===== config.mk =====
export PLATFORM = sky130hd
export DESIGN_NAME = conv_layer_scheduler_flat
export DESIGN_NICKNAME = d
export VERILOG_FILES = /design/src/rtl/conv_layer_scheduler_if.sv /design/src/rtl/conv_layer_scheduler.sv /design/src/flat_wrapper.sv
export SDC_FILE = /design/constraint.sdc
export NUM_CORES = 1
export LEC_CHECK = 0
export ABC_AREA = 0
export CAP_MARGIN = 20
export CORE_UTILIZATION = 55
export DETAILED_ROUTE_END_ITERATION = 6
export PLACE_DENSITY_LB_ADDON = 0.12
export SYNTH_ARGS = -nofsm -noshare
export SYNTH_HDL_FRONTEND = slang
export SYNTH_SLANG_ARGS = --single-unit

===== constraint.sdc =====
create_clock -name clk -period 8.7 [get_ports clk]
set_clock_uncertainty 0.15 [all_clocks]
set_input_delay 1.74 -clock clk [delete_from_list [all_inputs] [get_ports clk]]
set_output_delay 1.74 -clock clk [all_outputs]
set_load 0.01 [all_outputs]

===== src/rtl/conv_layer_scheduler_if.sv =====
// Control/handshake bundle between the layer controller, the conv layer
// scheduler, the kernel buffer, the anchor generator and the MAC datapath.
interface conv_layer_scheduler_if;
    logic       start;
    logic       abort;
    logic [7:0] cfg_in_ch;
    logic [7:0] cfg_out_ch;
    logic       wload_req;
    logic       wload_done;
    logic       gen_enable;
    logic       gen_pause;
    logic       anchor_valid;
    logic       out_ready;
    logic       acc_clear;
    logic       acc_last;
    logic [7:0] ch_in_idx;
    logic [7:0] ch_out_idx;
    logic       busy;
    logic       done;

    // Controller / environment side
    modport master (
        output start, abort, cfg_in_ch, cfg_out_ch, wload_done, out_ready,
        input  wload_req, gen_enable, gen_pause, anchor_valid, acc_clear, acc_last,
               ch_in_idx, ch_out_idx, busy, done
    );

    // Scheduler side
    modport slave (
        input  start, abort, cfg_in_ch, cfg_out_ch, wload_done, out_ready,
        output wload_req, gen_enable, gen_pause, anchor_valid, acc_clear, acc_last,
               ch_in_idx, ch_out_idx, busy, done
    );
endinterface


===== src/rtl/conv_layer_scheduler.sv =====
// Conv+pool layer scheduler: walks (out_ch, in_ch) pairs, requests a kernel
// load for each pair, then drives one full anchor sweep through the datapath,
// waits for the pipeline to drain and moves on. Outputs are decoded from the
// state register so an asynchronous reset clears them immediately.
module conv_layer_scheduler #(
    parameter int DATA_HEIGHT   = 35,
    parameter int DATA_WIDTH    = 35,
    parameter int KERNAL_HEIGHT = 5,
    parameter int KERNAL_WIDTH  = 5,
    parameter int PIPE_LAT      = 4
) (
    input  logic                   clk,
    input  logic                   rst_n,
    conv_layer_scheduler_if.slave  bus
);
    localparam int ANCHORS = (DATA_HEIGHT - KERNAL_HEIGHT + 1) * (DATA_WIDTH - KERNAL_WIDTH + 1);
    // Counters only need to reach ANCHORS-1 and PIPE_LAT-1
    localparam int ACNT_W  = (ANCHORS  > 1) ? $clog2(ANCHORS)  : 1;
    localparam int DCNT_W  = (PIPE_LAT > 1) ? $clog2(PIPE_LAT) : 1;
    localparam logic [ACNT_W-1:0] ANCHOR_LAST = ACNT_W'(ANCHORS - 1);
    localparam logic [DCNT_W-1:0] DRAIN_LAST  = DCNT_W'(PIPE_LAT - 1);

    typedef enum logic [2:0] {
        S_IDLE  = 3'd0,
        S_LOAD  = 3'd1,
        S_RUN   = 3'd2,
        S_DRAIN = 3'd3,
        S_DONE  = 3'd4
    } state_t;

    state_t              state_q, state_d;
    logic [ACNT_W-1:0]   anchor_cnt_q, anchor_cnt_d;
    logic [DCNT_W-1:0]   drain_cnt_q, drain_cnt_d;
    logic [7:0]          in_cfg_q, in_cfg_d;
    logic [7:0]          out_cfg_q, out_cfg_d;
    logic [7:0]          ch_in_q, ch_in_d;
    logic [7:0]          ch_out_q, ch_out_d;

    logic [7:0] in_last;
    logic [7:0] out_last;
    logic       in_run;

    assign in_last  = in_cfg_q - 8'd1;
    assign out_last = out_cfg_q - 8'd1;
    assign in_run   = (state_q == S_RUN);

    // State and counter registers
    always_ff @(posedge clk or negedge rst_n) begin
        if (!rst_n) begin
            state_q      <= S_IDLE;
            anchor_cnt_q <= '0;
            drain_cnt_q  <= '0;
            in_cfg_q     <= 8'd0;
            out_cfg_q    <= 8'd0;
            ch_in_q      <= 8'd0;
            ch_out_q     <= 8'd0;
        end else begin
            state_q      <= state_d;
            anchor_cnt_q <= anchor_cnt_d;
            drain_cnt_q  <= drain_cnt_d;
            in_cfg_q     <= in_cfg_d;
            out_cfg_q    <= out_cfg_d;
            ch_in_q      <= ch_in_d;
            ch_out_q     <= ch_out_d;
        end
    end

    // Next-state: pair sequencing, anchor counting, drain wait; abort overrides all
    always_comb begin
        state_d      = state_q;
        anchor_cnt_d = anchor_cnt_q;
        drain_cnt_d  = drain_cnt_q;
        in_cfg_d     = in_cfg_q;
        out_cfg_d    = out_cfg_q;
        ch_in_d      = ch_in_q;
        ch_out_d     = ch_out_q;

        case (state_q)
            S_IDLE: begin
                if (bus.start) begin
                    // A channel count of 0 is run as a single channel
                    in_cfg_d  = (bus.cfg_in_ch  == 8'd0) ? 8'd1 : bus.cfg_in_ch;
                    out_cfg_d = (bus.cfg_out_ch == 8'd0) ? 8'd1 : bus.cfg_out_ch;
                    ch_in_d   = 8'd0;
                    ch_out_d  = 8'd0;
                    state_d   = S_LOAD;
                end
            end
            S_LOAD: begin
                if (bus.wload_done) begin
                    state_d = S_RUN;
                end
            end
            S_RUN: begin
                if (bus.out_ready) begin
                    if (anchor_cnt_q == ANCHOR_LAST) begin
                        // Dropping gen_enable next cycle rewinds the generator to (0,0)
                        anchor_cnt_d = '0;
                        drain_cnt_d  = '0;
                        state_d      = S_DRAIN;
                    end else begin
                        anchor_cnt_d = anchor_cnt_q + 1'b1;
                    end
                end
            end
            S_DRAIN: begin
                if (drain_cnt_q == DRAIN_LAST) begin
                    drain_cnt_d = '0;
                    if (ch_in_q < in_last) begin
                        ch_in_d = ch_in_q + 8'd1;
                        state_d = S_LOAD;
                    end else begin
                        ch_in_d = 8'd0;
                        if (ch_out_q < out_last) begin
                            ch_out_d = ch_out_q + 8'd1;
                            state_d  = S_LOAD;
                        end else begin
                            state_d = S_DONE;
                        end
                    end
                end else begin
                    drain_cnt_d = drain_cnt_q + 1'b1;
                end
            end
            S_DONE: begin
                state_d = S_IDLE;
            end
            default: begin
                state_d = S_IDLE;
            end
        endcase

        if (bus.abort) begin
            state_d      = S_IDLE;
            anchor_cnt_d = '0;
            drain_cnt_d  = '0;
            ch_in_d      = 8'd0;
            ch_out_d     = 8'd0;
        end
    end

    assign bus.wload_req    = (state_q == S_LOAD);
    assign bus.gen_enable   = in_run;
    assign bus.anchor_valid = in_run;
    assign bus.gen_pause    = in_run && !bus.out_ready;
    assign bus.acc_clear    = in_run && (ch_in_q == 8'd0);
    assign bus.acc_last     = in_run && (ch_in_q == in_last);
    assign bus.ch_in_idx    = ch_in_q;
    assign bus.ch_out_idx   = ch_out_q;
    assign bus.busy         = (state_q != S_IDLE);
    assign bus.done         = (state_q == S_DONE);
endmodule

===== src/flat_wrapper.sv =====
// flat-port wrapper written by rule: the top's interface ports become plain ports
module conv_layer_scheduler_flat 
#(
    parameter int DATA_HEIGHT   = 35,
    parameter int DATA_WIDTH    = 35,
    parameter int KERNAL_HEIGHT = 5,
    parameter int KERNAL_WIDTH  = 5,
    parameter int PIPE_LAT      = 4
)
  (clk, rst_n, bus_start, bus_abort, bus_cfg_in_ch, bus_cfg_out_ch, bus_wload_done, bus_out_ready, bus_wload_req, bus_gen_enable, bus_gen_pause, bus_anchor_valid, bus_acc_clear, bus_acc_last, bus_ch_in_idx, bus_ch_out_idx, bus_busy, bus_done);
  conv_layer_scheduler_if bus_i ();
  input  logic clk;
  input  logic rst_n;
  input wire logic [$bits(bus_i.start)-1:0] bus_start;
  input wire logic [$bits(bus_i.abort)-1:0] bus_abort;
  input wire logic [$bits(bus_i.cfg_in_ch)-1:0] bus_cfg_in_ch;
  input wire logic [$bits(bus_i.cfg_out_ch)-1:0] bus_cfg_out_ch;
  input wire logic [$bits(bus_i.wload_done)-1:0] bus_wload_done;
  input wire logic [$bits(bus_i.out_ready)-1:0] bus_out_ready;
  output wire logic [$bits(bus_i.wload_req)-1:0] bus_wload_req;
  output wire logic [$bits(bus_i.gen_enable)-1:0] bus_gen_enable;
  output wire logic [$bits(bus_i.gen_pause)-1:0] bus_gen_pause;
  output wire logic [$bits(bus_i.anchor_valid)-1:0] bus_anchor_valid;
  output wire logic [$bits(bus_i.acc_clear)-1:0] bus_acc_clear;
  output wire logic [$bits(bus_i.acc_last)-1:0] bus_acc_last;
  output wire logic [$bits(bus_i.ch_in_idx)-1:0] bus_ch_in_idx;
  output wire logic [$bits(bus_i.ch_out_idx)-1:0] bus_ch_out_idx;
  output wire logic [$bits(bus_i.busy)-1:0] bus_busy;
  output wire logic [$bits(bus_i.done)-1:0] bus_done;
  assign bus_i.start = bus_start;
  assign bus_i.abort = bus_abort;
  assign bus_i.cfg_in_ch = bus_cfg_in_ch;
  assign bus_i.cfg_out_ch = bus_cfg_out_ch;
  assign bus_i.wload_done = bus_wload_done;
  assign bus_i.out_ready = bus_out_ready;
  assign bus_wload_req = bus_i.wload_req;
  assign bus_gen_enable = bus_i.gen_enable;
  assign bus_gen_pause = bus_i.gen_pause;
  assign bus_anchor_valid = bus_i.anchor_valid;
  assign bus_acc_clear = bus_i.acc_clear;
  assign bus_acc_last = bus_i.acc_last;
  assign bus_ch_in_idx = bus_i.ch_in_idx;
  assign bus_ch_out_idx = bus_i.ch_out_idx;
  assign bus_busy = bus_i.busy;
  assign bus_done = bus_i.done;
  conv_layer_scheduler #(.DATA_HEIGHT(DATA_HEIGHT), .DATA_WIDTH(DATA_WIDTH), .KERNAL_HEIGHT(KERNAL_HEIGHT), .KERNAL_WIDTH(KERNAL_WIDTH), .PIPE_LAT(PIPE_LAT)) u_core (.clk(clk), .rst_n(rst_n), .bus(bus_i));
endmodule

# == Word-level counts from Yosys, hierarchy flattened ==
# Index checks and enable logic that the tools add are counted.
# totals
elab_cells,78
inputBits,22
register_bits,47
output_inout_bits,24
# op_classes
order_cmp,2
n_reduce_logical,19
eq_ne,14
addsub,6
n_mux,30
# ops
op,n
$mux W8,10
$mux W10,4
$pmux W8 S2,2
$logic_not A8 Y1,3
$mux W3,8
$add A8 B1 Y8 const B,2
$lt A8 B8 Y1,2
$sub A8 B1 Y8 const B,2
$ne A3 B3 Y1 const B,5
$pmux W3 S4,1
$add A10 B1 Y10 const B,1
$eq A10 B10 Y1 const B,1
$reduce_and A5 Y1,2
$reduce_bool A3 Y1,3
$eq A8 B8 Y1,1
$mux W2,4
$eq A3 B2 Y1 const B,2
$ne A3 B2 Y1 const B,2
$reduce_and A3 Y1,2
$pmux W2 S2,1
$reduce_and A2 Y1,2
$reduce_bool A2 Y1,2
$eq A3 B1 Y1 const B,1
$eq A3 B3 Y1 const B,1
5 further kinds,7

# == Logic depth before layout (Yosys ltp) ==
# Gate-level depths: netlist (run 1).
# logic_depth
depth_word,7
mapped_depth,12
depth_no_buf,12

# == Worst setup path after synthesis (run 1) ==
# Ideal clock, no wire load.
# synth_path
path_kind,input-to-output
startpoint,input port bus_out_ready
endpoint,output port bus_gen_pause
t_arrival_ns,1.909
path_stages,1
slack_ns,4.901
t_required_ns,6.810
path_buffers,0
path_cell_list,nor2_1
# synth_via
elab_chain_cells,2
# synth_lines
element,line_no,source
from (decl),flat_wrapper.sv:19,input wire logic [$bits(bus_i.out_ready)-1:0] bus_out_ready;
$logic_not A1 Y1,conv_layer_scheduler.sv:145,assign bus.gen_pause = in_run && !bus.out_ready;
$logic_and A1 B1 Y1,conv_layer_scheduler.sv:145,
to (decl),flat_wrapper.sv:22,output wire logic [$bits(bus_i.gen_pause)-1:0] bus_gen_pause;
# Every way passes these cells.

# == Worst setup path after layout (run 1) ==
# Same ends and word-level chain as after synthesis.

==> results of run 1 <==
==> through the flow <==
step                      total power, mW  hold slack [ns]
final                               0.669            0.342
after global routing                0.715            0.368
after floorplan                     0.455            0.304
after global placement              0.508            0.321
after detailed placement            0.517            0.338
after CTS                           0.672            0.347
==> final timing paths <==
path | startpoint | to | slack, ns | cells after the start
worst max-delay path | bus_out_ready | bus_gen_pause | 3.95 | 3
worst min-delay path | u_core.anchor_cnt_q[9] | u_core.anchor_cnt_q[9] | 0.34 | 1
worst max register to register | u_core.out_cfg_q[5] | u_core.bus.ch_out_idx[0] | 5.38 | 9
worst min register to register | u_core.anchor_cnt_q[9] | u_core.anchor_cnt_q[9] | 0.34 | 1
max in group asynchronous | rst_n | u_core.out_cfg_q[3] | 6.66 | 2
min in group asynchronous | rst_n | u_core.state_q[1] | 1.22 | 1
==> Yosys cell counts, types with 2 or more instances <==
cell type,instances,area [µm²]
a211oi_1,2,15.0
nor4b_1,2,17.5
nor2_1,30,113
nor3_1,10,50.1
nor3b_1,2,15.0
o31ai_1,4,30.0
o41ai_1,3,26.3
mux2i_1,2,20.0
nand4_1,8,50.1
buf_4,2,15.0
ha_1,23,288
and3_1,5,31.3
mux2_2,15,169
nand3_1,15,75.1
nor4_1,7,43.8
xor2_1,8,70.1
xnor2_1,13,114
dfrtp_1,47,1180
or2_2,2,12.5
or4_1,8,60.1
a21o_1,2,15.0
o21ai_0,19,95.1
a21oi_1,16,80.1
nand2b_1,4,25.0
inv_1,18,67.6
o22ai_1,2,12.5
o21a_1,3,22.5
nand2_1,18,67.6
buf_6,3,33.8
==> cells by family after synthesis <==
| family | count (synthesis) | share of synthesized area, % |
|---|---|---|
| muxes | 17 | 6.33 |
| xor gates and xnor gates | 21 | 6.17 |
| AOI/OAI and AO/OA | 59 | 12.3 |
| DFF | 47 | 39.4 |
| buffers and inverters | 27 | 4.57 |
| and+or+nand+nor | 121 | 21.5 |
| adders and majority gates | 23 | 9.65 |
==> cell type report <==
class                      instances  share of cell area (%)
sequential                        47                    32.8
clock inverter                     1                   0.839
multi-input combinational        241                    46.6
tap                               70                    2.45
timing repair buffer              47                    13.2
clock buffer                       6                    2.03
inverter                          19                    1.99
==> flip-flops by register name (all words and copies together) (netlist names) <==
register,flops
u_core.state_q,3
u_core.bus.ch_out_idx,8
u_core.bus.ch_in_idx,8
u_core.drain_cnt_q,2
u_core.in_cfg_q,8
u_core.out_cfg_q,8
u_core.anchor_cnt_q,10
==> power by group through the flow <==
stage | sequential (mW) | combinational [mW] | clock (mW)
after floorplan | 0.281 | 0.175 | 0
after global placement | 0.291 | 0.217 | 0
after detailed placement | 0.292 | 0.224 | 0
after CTS | 0.288 | 0.226 | 0.157
after global routing | 0.295 | 0.257 | 0.164
final | 0.289 | 0.226 | 0.155
==> metal layers <==
metal / track usage, % / share of wire (%) / vias to the layer above
li1: - / - / 1235
met1: 33.3 / 48 / 1199
met2: 38.5 / 47 / 57
met3: 4.63 / 3.4 / 10
met4: 7.82 / 1.4 / 0
met5: 0 / 0 / -
==> impl_metrics.yaml, run 1 <==
status:
  status: "finished, final reports clean"
route:
  detailedRoute.firstPassIterationCount: 4
  route.detailed.drc: 0
  drt-total-wl_um: 6330
  drt-initial-drc-count: 102
  ant_nets: 0
  vias_per_cell: 5.80
  route.vias.total: 2501
  routedWlPerCell_um: 14.7
finish:
  diodes: 0
  post-route-util_pct: 69.2
  final_nets: 406
  design_area_mm2: 0.00358
  final_cells: 431
  drive_above_1_share_pct: 9.14
  final_cell_mix: "dfrtp_1, clkdlybuf4s50_1, nor2_1"
  multi_input_area_mm2: 0.00167
  mostFrequentLayoutCell: "dfrtp_1"
  nFillCells: 393
  area_growth_pct: 20.1
  seq_area_mm2: 0.00118
sta:
  hold_viol: 0
  setup_violations: 0
  fin_setup_tns_ns: 0
  slew_headroom_pct: 59.1
  fmax_mhz: 210
  worst_pin_slew_ns: 0.614
  period_needed_ns: 4.75
  postLayoutSetupSlackWorst_ns: 3.95
  finalCritPeriodShare_pct: 54.6
  report.final.slew_viol_count: 0
  rsz0062_at_grt: "false"
cts:
  cts_made_buffers: 5
  cts.sinks: 47
  ctsRootBufferMaster: "clkbuf_8"
  cts_setup_buffers: 0
  cts.path.max_buffers: 2
  clk_pin_slew_ns: 0.09
  cts_tree: "built"
  cts_hold_buf: 0
  cts_resized: 0
  insertion_delay_ns: 0.30
  cts_max_level: 2
worst_hold_path:
  hold_class: "reg -> reg"
power_and_ir_drop:
  seq_power_share_pct: 43.2
  clockPowerShare_pct: 23.1
  comb_power_share_pct: 33.7
  powerDensity_mw_per_mm2: 187
  p_sw_mw: 0.219
  switching_share_pct: 32.8
  p_int_mw: 0.449
  leakage_nw: 1.51
  ir_drop_mv: 0.145
synthesis:
  avgSynthCellArea_um2: 9.47
  synth-seq-cells: 47
  syn_area_mm2: 0.00298
  ys_seq_area_share_pct: 39.4
  synth_warnings: 0
  synth_edf_count: 0
  syn-instance-count: 315
  yosys.cell_types.count: 51
  synth_flop_cell: "dfrtp_1"
  async_flop_share_pct: 100
  synth_nets: 360
worst_setup_path:
  crit_top_cell: "clkdlybuf4s50_1"
  worst_setup_path_start_kind: "input port"
  cp_num_buf_inv: 2
  cp.required_ns: 6.81
  cp_top_family: "buffers and inverters"
  crit_chain: "clkdlybuf4s50_1 > nor2_1 > clkdlybuf4s50_1"
  end_kind: "output pin"
  critical_path.max_stage_delay_ns: 0.54
  critPathKind: "in -> out"
  crit_slowest_cell: "clkdlybuf4s50_1"
  arrival_ns: 2.86
  cp_max_fo: 4
floorplanning:
  io_pins: 46
  die_h_um: 75.6
  placementRows: 26
  fp.coreArea_mm2: 0.00517
  die_w_um: 75.6
  die_area_mm2: 0.00572
  initial_core_util_pct: 57.7
global_route:
  gr-total-overflow: 0
  grt_pass1_wl_um: 10300
  grt_pass1_vias: 2242
  grt_max_degree: 48
  grt_use_total_pct: 24.1
  grt_antenna_before_repair: 0
flow_run:
  drv_cap: 0
place:
  placedInstanceArea_mm2: 0.00346
  pre_cts_slack_ns: 3.95
  io_buffers: 45
  dp.cells: 423
  dp_hpwl_um: 4630
  globalplace.congestion: 0.834
Power figures use the tool's default switching activity.
==> run 2: changes to the inputs <==
--- a/config.mk
+++ b/config.mk
@@ -7,7 +7,7 @@
 export LEC_CHECK = 0
 export ABC_AREA = 0
 export CAP_MARGIN = 20
-export CORE_UTILIZATION = 55
+export CORE_UTILIZATION = 54
 export DETAILED_ROUTE_END_ITERATION = 6
 export PLACE_DENSITY_LB_ADDON = 0.12
 export SYNTH_ARGS = -nofsm -noshare
==> constraint.sdc (replaced) <==
create_clock -name clk -period 5 [get_ports clk]
set_clock_uncertainty 0.15 [all_clocks]
set_input_delay 1 -clock clk [delete_from_list [all_inputs] [get_ports clk]]
set_output_delay 1 -clock clk [all_outputs]
set_load 0.01 [all_outputs]
==> impl_metrics.yaml, run 2 (synthesis results as in run 1) <==
worst_setup_path:
  critical_path.max_stage_delay_ns: 0.58
  arrival_ns: 2.78
  cp_num_buf_inv: 1
  cp_top_family: "simple AND/OR/NAND/NOR gates"
  regToRegStartpoint: "u_core.out_cfg_q[3]"
  crit_chain: "nor2_1 > nand3_1 > nor4_1 > xnor2_1 > ha_1 > nand4_1 > nor3_1 > clkdlybuf4s50_1"
  worst_setup_path_start_kind: "flop"
  crit_slowest_cell: "clkdlybuf4s50_1"
  r2r_cells: 9
  cp.required_ns: 3.85
  end_kind: "output pin"
  cp_max_fo: 4
  rrSetupSlack_ns: 1.66
  critPathKind: "reg -> out"
  r2r-end: "u_core.bus.ch_out_idx[0]"
finish:
  final_nets: 406
  nFillCells: 434
  seq_area_mm2: 0.00118
  largest_register_ffs: 10
  mostFrequentLayoutCell: "dfrtp_1"
  drive_above_1_share_pct: 9.67
  diodes: 0
  final_cell_mix: "dfrtp_1, clkdlybuf4s50_1, nor2_1"
  final_cells: 432
  design_area_mm2: 0.00358
  area_growth_pct: 19.9
  multi_input_area_mm2: 0.00167
  top_register: "u_core.anchor_cnt_q"
sta:
  slew_headroom_pct: 60.6
  report.final.slew_viol_count: 0
  hold_viol: 0
  fmax_mhz: 255
  setup_violations: 0
  fin_setup_tns_ns: 0
  finalCritPeriodShare_pct: 78.6
  rsz0062_at_grt: "false"
  period_needed_ns: 3.93
  worst_pin_slew_ns: 0.591
cts:
  insertion_delay_ns: 0.31
  clk_pin_slew_ns: 0.10
  cts_made_buffers: 5
  cts.path.max_buffers: 2
  cts_hold_buf: 0
  cts_max_level: 2
  ctsRootBufferMaster: "clkbuf_8"
  cts_setup_buffers: 0
  cts.sinks: 47
  cts_resized: 0
  cts_tree: "built"
place:
  placedInstanceArea_mm2: 0.00346
  dp.cells: 423
  dp_hpwl_um: 4730
  io_buffers: 45
  globalplace.congestion: 0.808
worst_hold_path:
  whs_path_depth: 1
  hold_path_end: "u_core.anchor_cnt_q[9]"
  min_from: "u_core.anchor_cnt_q[9]"
  hold_class: "reg -> reg"
route:
  routedWlPerCell_um: 14.5
  drt-initial-drc-count: 218
  route.vias.total: 2472
  ant_nets: 0
  drt-total-wl_um: 6250
  detailedRoute.firstPassIterationCount: 4
  route.detailed.drc: 0
  vias_per_cell: 5.72
floorplanning:
  fp.coreArea_mm2: 0.00520
  die_w_um: 76.3
  die_h_um: 76.3
  io_pins: 46
  placementRows: 26
  initial_core_util_pct: 57.3
  die_area_mm2: 0.00582
flow_run:
  drv_cap: 0
power_and_ir_drop:
  powerDensity_mw_per_mm2: 320
  comb_power_share_pct: 34.4
  ir_drop_mv: 0.189
  seq_power_share_pct: 44.0
  p_int_mw: 0.749
  p_sw_mw: 0.395
  clockPowerShare_pct: 21.6
  leakage_nw: 1.51
  power_mw: 1.14
  switching_share_pct: 34.6
global_route:
  grt_antenna_before_repair: 0
  grt_use_total_pct: 22.9
  grt_max_degree: 48
  grt_pass1_vias: 2337
  gr-total-overflow: 0
  grt_pass1_wl_um: 10800
status:
  status: "finished, final reports clean"
[run 2: changes by cell type in the layout (fill, tap and decap cells not counted), sizes merged]
cell / before / now
clkinvlp: 0 / 1
bufinv: 1 / 0
clkinv: 0 / 1
[run 2: power groups by stage]
stage	logic, mW	clock network (mW)	registers, mW
after global routing	0.441	0.270	0.516
after detailed placement	0.393	0	0.510
after CTS	0.395	0.255	0.503
after global placement	0.377	0	0.508
after floorplan	0.304	0	0.488
final	0.394	0.247	0.503
[run 2: worst max path at each step]
| stage | start | endpoint | slack (ns) | cells past startpoint |
|---|---|---|---|---|
| finish | u_core.in_cfg_q[2] | bus_acc_last | 1.07 | 8 |
| global placement | bus_abort | u_core.bus.ch_in_idx[3] | 1.34 | 6 |
| CTS | u_core.in_cfg_q[2] | bus_acc_last | 1.08 | 8 |
| detailed placement | bus_abort | u_core.bus.ch_in_idx[3] | 1.23 | 6 |
| global route | u_core.in_cfg_q[0] | bus_acc_last | 0.85 | 9 |
| floorplan | u_core.out_cfg_q[5] | u_core.bus.ch_out_idx[0] | 2.09 | 9 |
[run 2: final cells by class]
class	instances	share of cell area (%)
Clock buffer	6	2.31
Clock inverter	2	0.455
Inverter	19	1.99
Multi-Input combinational cell	241	46.7
Sequential cell	47	32.9
Tap cell	70	2.45
Timing Repair Buffer	47	13.2
[run 2: per-layer routing]
| layer | share of wire, % | GRT usage [%] | routed length, µm | up-vias |
|---|---|---|---|---|
| met5 | 0 | 0 | 0 | - |
| met4 | 1.0 | 6.35 | 65 | 0 |
| met3 | 3.4 | 4.19 | 213 | 7 |
| met2 | 49 | 38.7 | 3060 | 49 |
| met1 | 47 | 30.2 | 2910 | 1181 |
| li1 | - | - | - | 1235 |
[run 2: metrics by stage]
stage                     hold WS, ns  setup slack (ns)  utilization (%)
after global placement          0.324              1.34             66.4
final                           0.348              1.07             68.7
after CTS                       0.350              1.08             68.3
after detailed placement        0.331              1.23             66.4
after floorplan                 0.304              2.09                -
after global routing            0.372             0.849             68.7
==> run 3: changes to the inputs <==
--- a/config.mk
+++ b/config.mk
@@ -7,7 +7,7 @@
 export LEC_CHECK = 0
 export ABC_AREA = 0
 export CAP_MARGIN = 20
-export CORE_UTILIZATION = 54
+export CORE_UTILIZATION = 49
 export DETAILED_ROUTE_END_ITERATION = 6
 export PLACE_DENSITY_LB_ADDON = 0.12
 export SYNTH_ARGS = -nofsm -noshare
==> constraint.sdc (replaced) <==
create_clock -name clk -period 3.6 [get_ports clk]
set_clock_uncertainty 0.15 [all_clocks]
set_input_delay 0.72 -clock clk [delete_from_list [all_inputs] [get_ports clk]]
set_output_delay 0.72 -clock clk [all_outputs]
set_load 0.01 [all_outputs]
==> impl_metrics.yaml, run 3 (synthesis results as in run 1) <==
status:
  status: "finished, final reports clean"
finish:
  post-route-util_pct: 61.4
  diodes: 0
  area_growth_pct: 21.1
  final_cell_mix: "dfrtp_1, clkdlybuf4s50_1, nor2_1"
  mostFrequentLayoutCell: "dfrtp_1"
  design_area_mm2: 0.00361
  nFillCells: 497
  top_register: "u_core.anchor_cnt_q"
  drive_above_1_share_pct: 10.4
  final_cells: 439
  final_nets: 408
  largest_register_ffs: 10
floorplanning:
  io_pins: 46
  die_area_mm2: 0.00640
  placementRows: 28
  die_h_um: 80.0
  die_w_um: 80.0
  fp.coreArea_mm2: 0.00589
  initial_core_util_pct: 50.7
global_route:
  busiest_layer: "met2"
  grtUsageMet1_pct: 29.2
  grt_util_met3_pct: 4.23
  met2_usage_pct: 35.0
  grt_use_total_pct: 21.7
  grt_pass1_wl_um: 10700
  gr-total-overflow: 0
  grt_pass1_vias: 2272
  grt_max_degree: 48
  grt_antenna_before_repair: 0
worst_setup_path:
  crit_start: "u_core.out_cfg_q[5]"
  critical_path.max_stage_delay_ns: 0.55
  cp.required_ns: 3.64
  arrival_ns: 3.38
  cp_num_buf_inv: 0
  crit_slowest_cell: "or4_1"
  cp_top_family: "compound AO/OA/AOI/OAI gates"
  worst_setup_path_start_kind: "flop"
  regToRegStartpoint: "u_core.out_cfg_q[5]"
  end_kind: "flop"
  critPathKind: "reg -> reg"
  crit_chain: "or4_1 > nor4_1 > xnor2_1 > ha_1 > a21oi_1 > o21a_1 > o2bb2ai_1 > a211oi_1 > mux2_2"
  cp_max_fo: 9
sta:
  fmax_mhz: 300
  hold_viol: 0
  finalCritPeriodShare_pct: 92.7
  worst_pin_slew_ns: 0.646
  report.final.slew_viol_count: 0
  postLayoutSetupSlackWorst_ns: 0.265
  setup_violations: 0
  fin_setup_tns_ns: 0
  period_needed_ns: 3.34
  slew_headroom_pct: 56.9
  hold-worst-slack_ns: 0.199
  rsz0062_at_grt: "false"
place:
  dp_hpwl_um: 4810
  placedInstanceArea_mm2: 0.00348
  globalplace.congestion: 0.804
  pre_cts_slack_ns: 0.325
  dp.cells: 430
  io_buffers: 45
cts:
  cts_tree: "built"
  cts.path.max_buffers: 2
  insertion_delay_ns: 0.31
  cts_max_level: 2
  clk_pin_slew_ns: 0.10
  cts.sinks: 47
  ctsRootBufferMaster: "clkbuf_8"
  cts_made_buffers: 5
route:
  vias_per_cell: 5.63
  detailedRoute.firstPassIterationCount: 4
  ant_nets: 0
  drt-total-wl_um: 6550
  routedWlPerCell_um: 14.9
  drt-initial-drc-count: 130
  route.vias.total: 2470
  route.detailed.drc: 0
worst_hold_path:
  hold_class: "in -> async"
power_and_ir_drop:
  power_mw: 1.62
  leakage_nw: 1.54
  powerDensity_mw_per_mm2: 447
  ir_drop_mv: 0.302
flow_run:
  drv_cap: 0
-- run 3: final timing paths --
kind / depth (start not counted) / slack (ns) / endpoint
worst min register to register: 1 / 0.35 / u_core.anchor_cnt_q[9]
worst max-delay path: 9 / 0.26 / u_core.bus.ch_out_idx[0]
worst max register to register: 9 / 0.26 / u_core.bus.ch_out_idx[0]
worst min-delay path: 1 / 0.20 / u_core.bus.ch_in_idx[6]
min in group clk: 1 / 0.35 / u_core.anchor_cnt_q[9]
max in group asynchronous: 2 / 2.58 / u_core.bus.ch_out_idx[0]
-- run 3: metal layers --
| layer | vias up | routed length, µm |
|---|---|---|
| met2 | 43 | 3080 |
| met1 | 1181 | 3190 |
| li1 | 1238 | - |
| met5 | - | 0 |
| met3 | 8 | 190 |
| met4 | 0 | 83 |
-- run 3: final cells by class --
type / instances / area [µm²] / area share [%]
inverter: 19 / 71.3 / 1.97
sequential: 47 / 1180 / 32.5
clock buffer: 8 / 100 / 2.77
timing repair buffer: 49 / 490 / 13.6
tap: 75 / 93.8 / 2.60
multi-input combinational: 241 / 1680 / 46.5
-- run 3: worst register-to-register path, stage by stage (launching register included) --
cell and delay, ns:
dfrtp_1 0.42, or4_1 0.55, nor4_1 0.27, xnor2_1 0.16, ha_1 0.27, a21oi_1 0.16
o21a_1 0.15, o2bb2ai_1 0.20, a211oi_1 0.50, mux2_2 0.39
-- run 3: report_power, final --
group	internal (mW)	switching, mW	total [mW]
clock network	0.176	0.182	0.358
registers	0.607	0.0994	0.706
logic	0.276	0.276	0.552
total	1.06	0.558	1.62
-- run 3: what timing repair did --
| item | in CTS | in global routing |
|---|---|---|
| hold buffers | 0 | 0 |
| resized for setup | 0 | 3 |
| setup buffers | 0 | 0 |
| setup endpoints to repair | 0 | 1 |
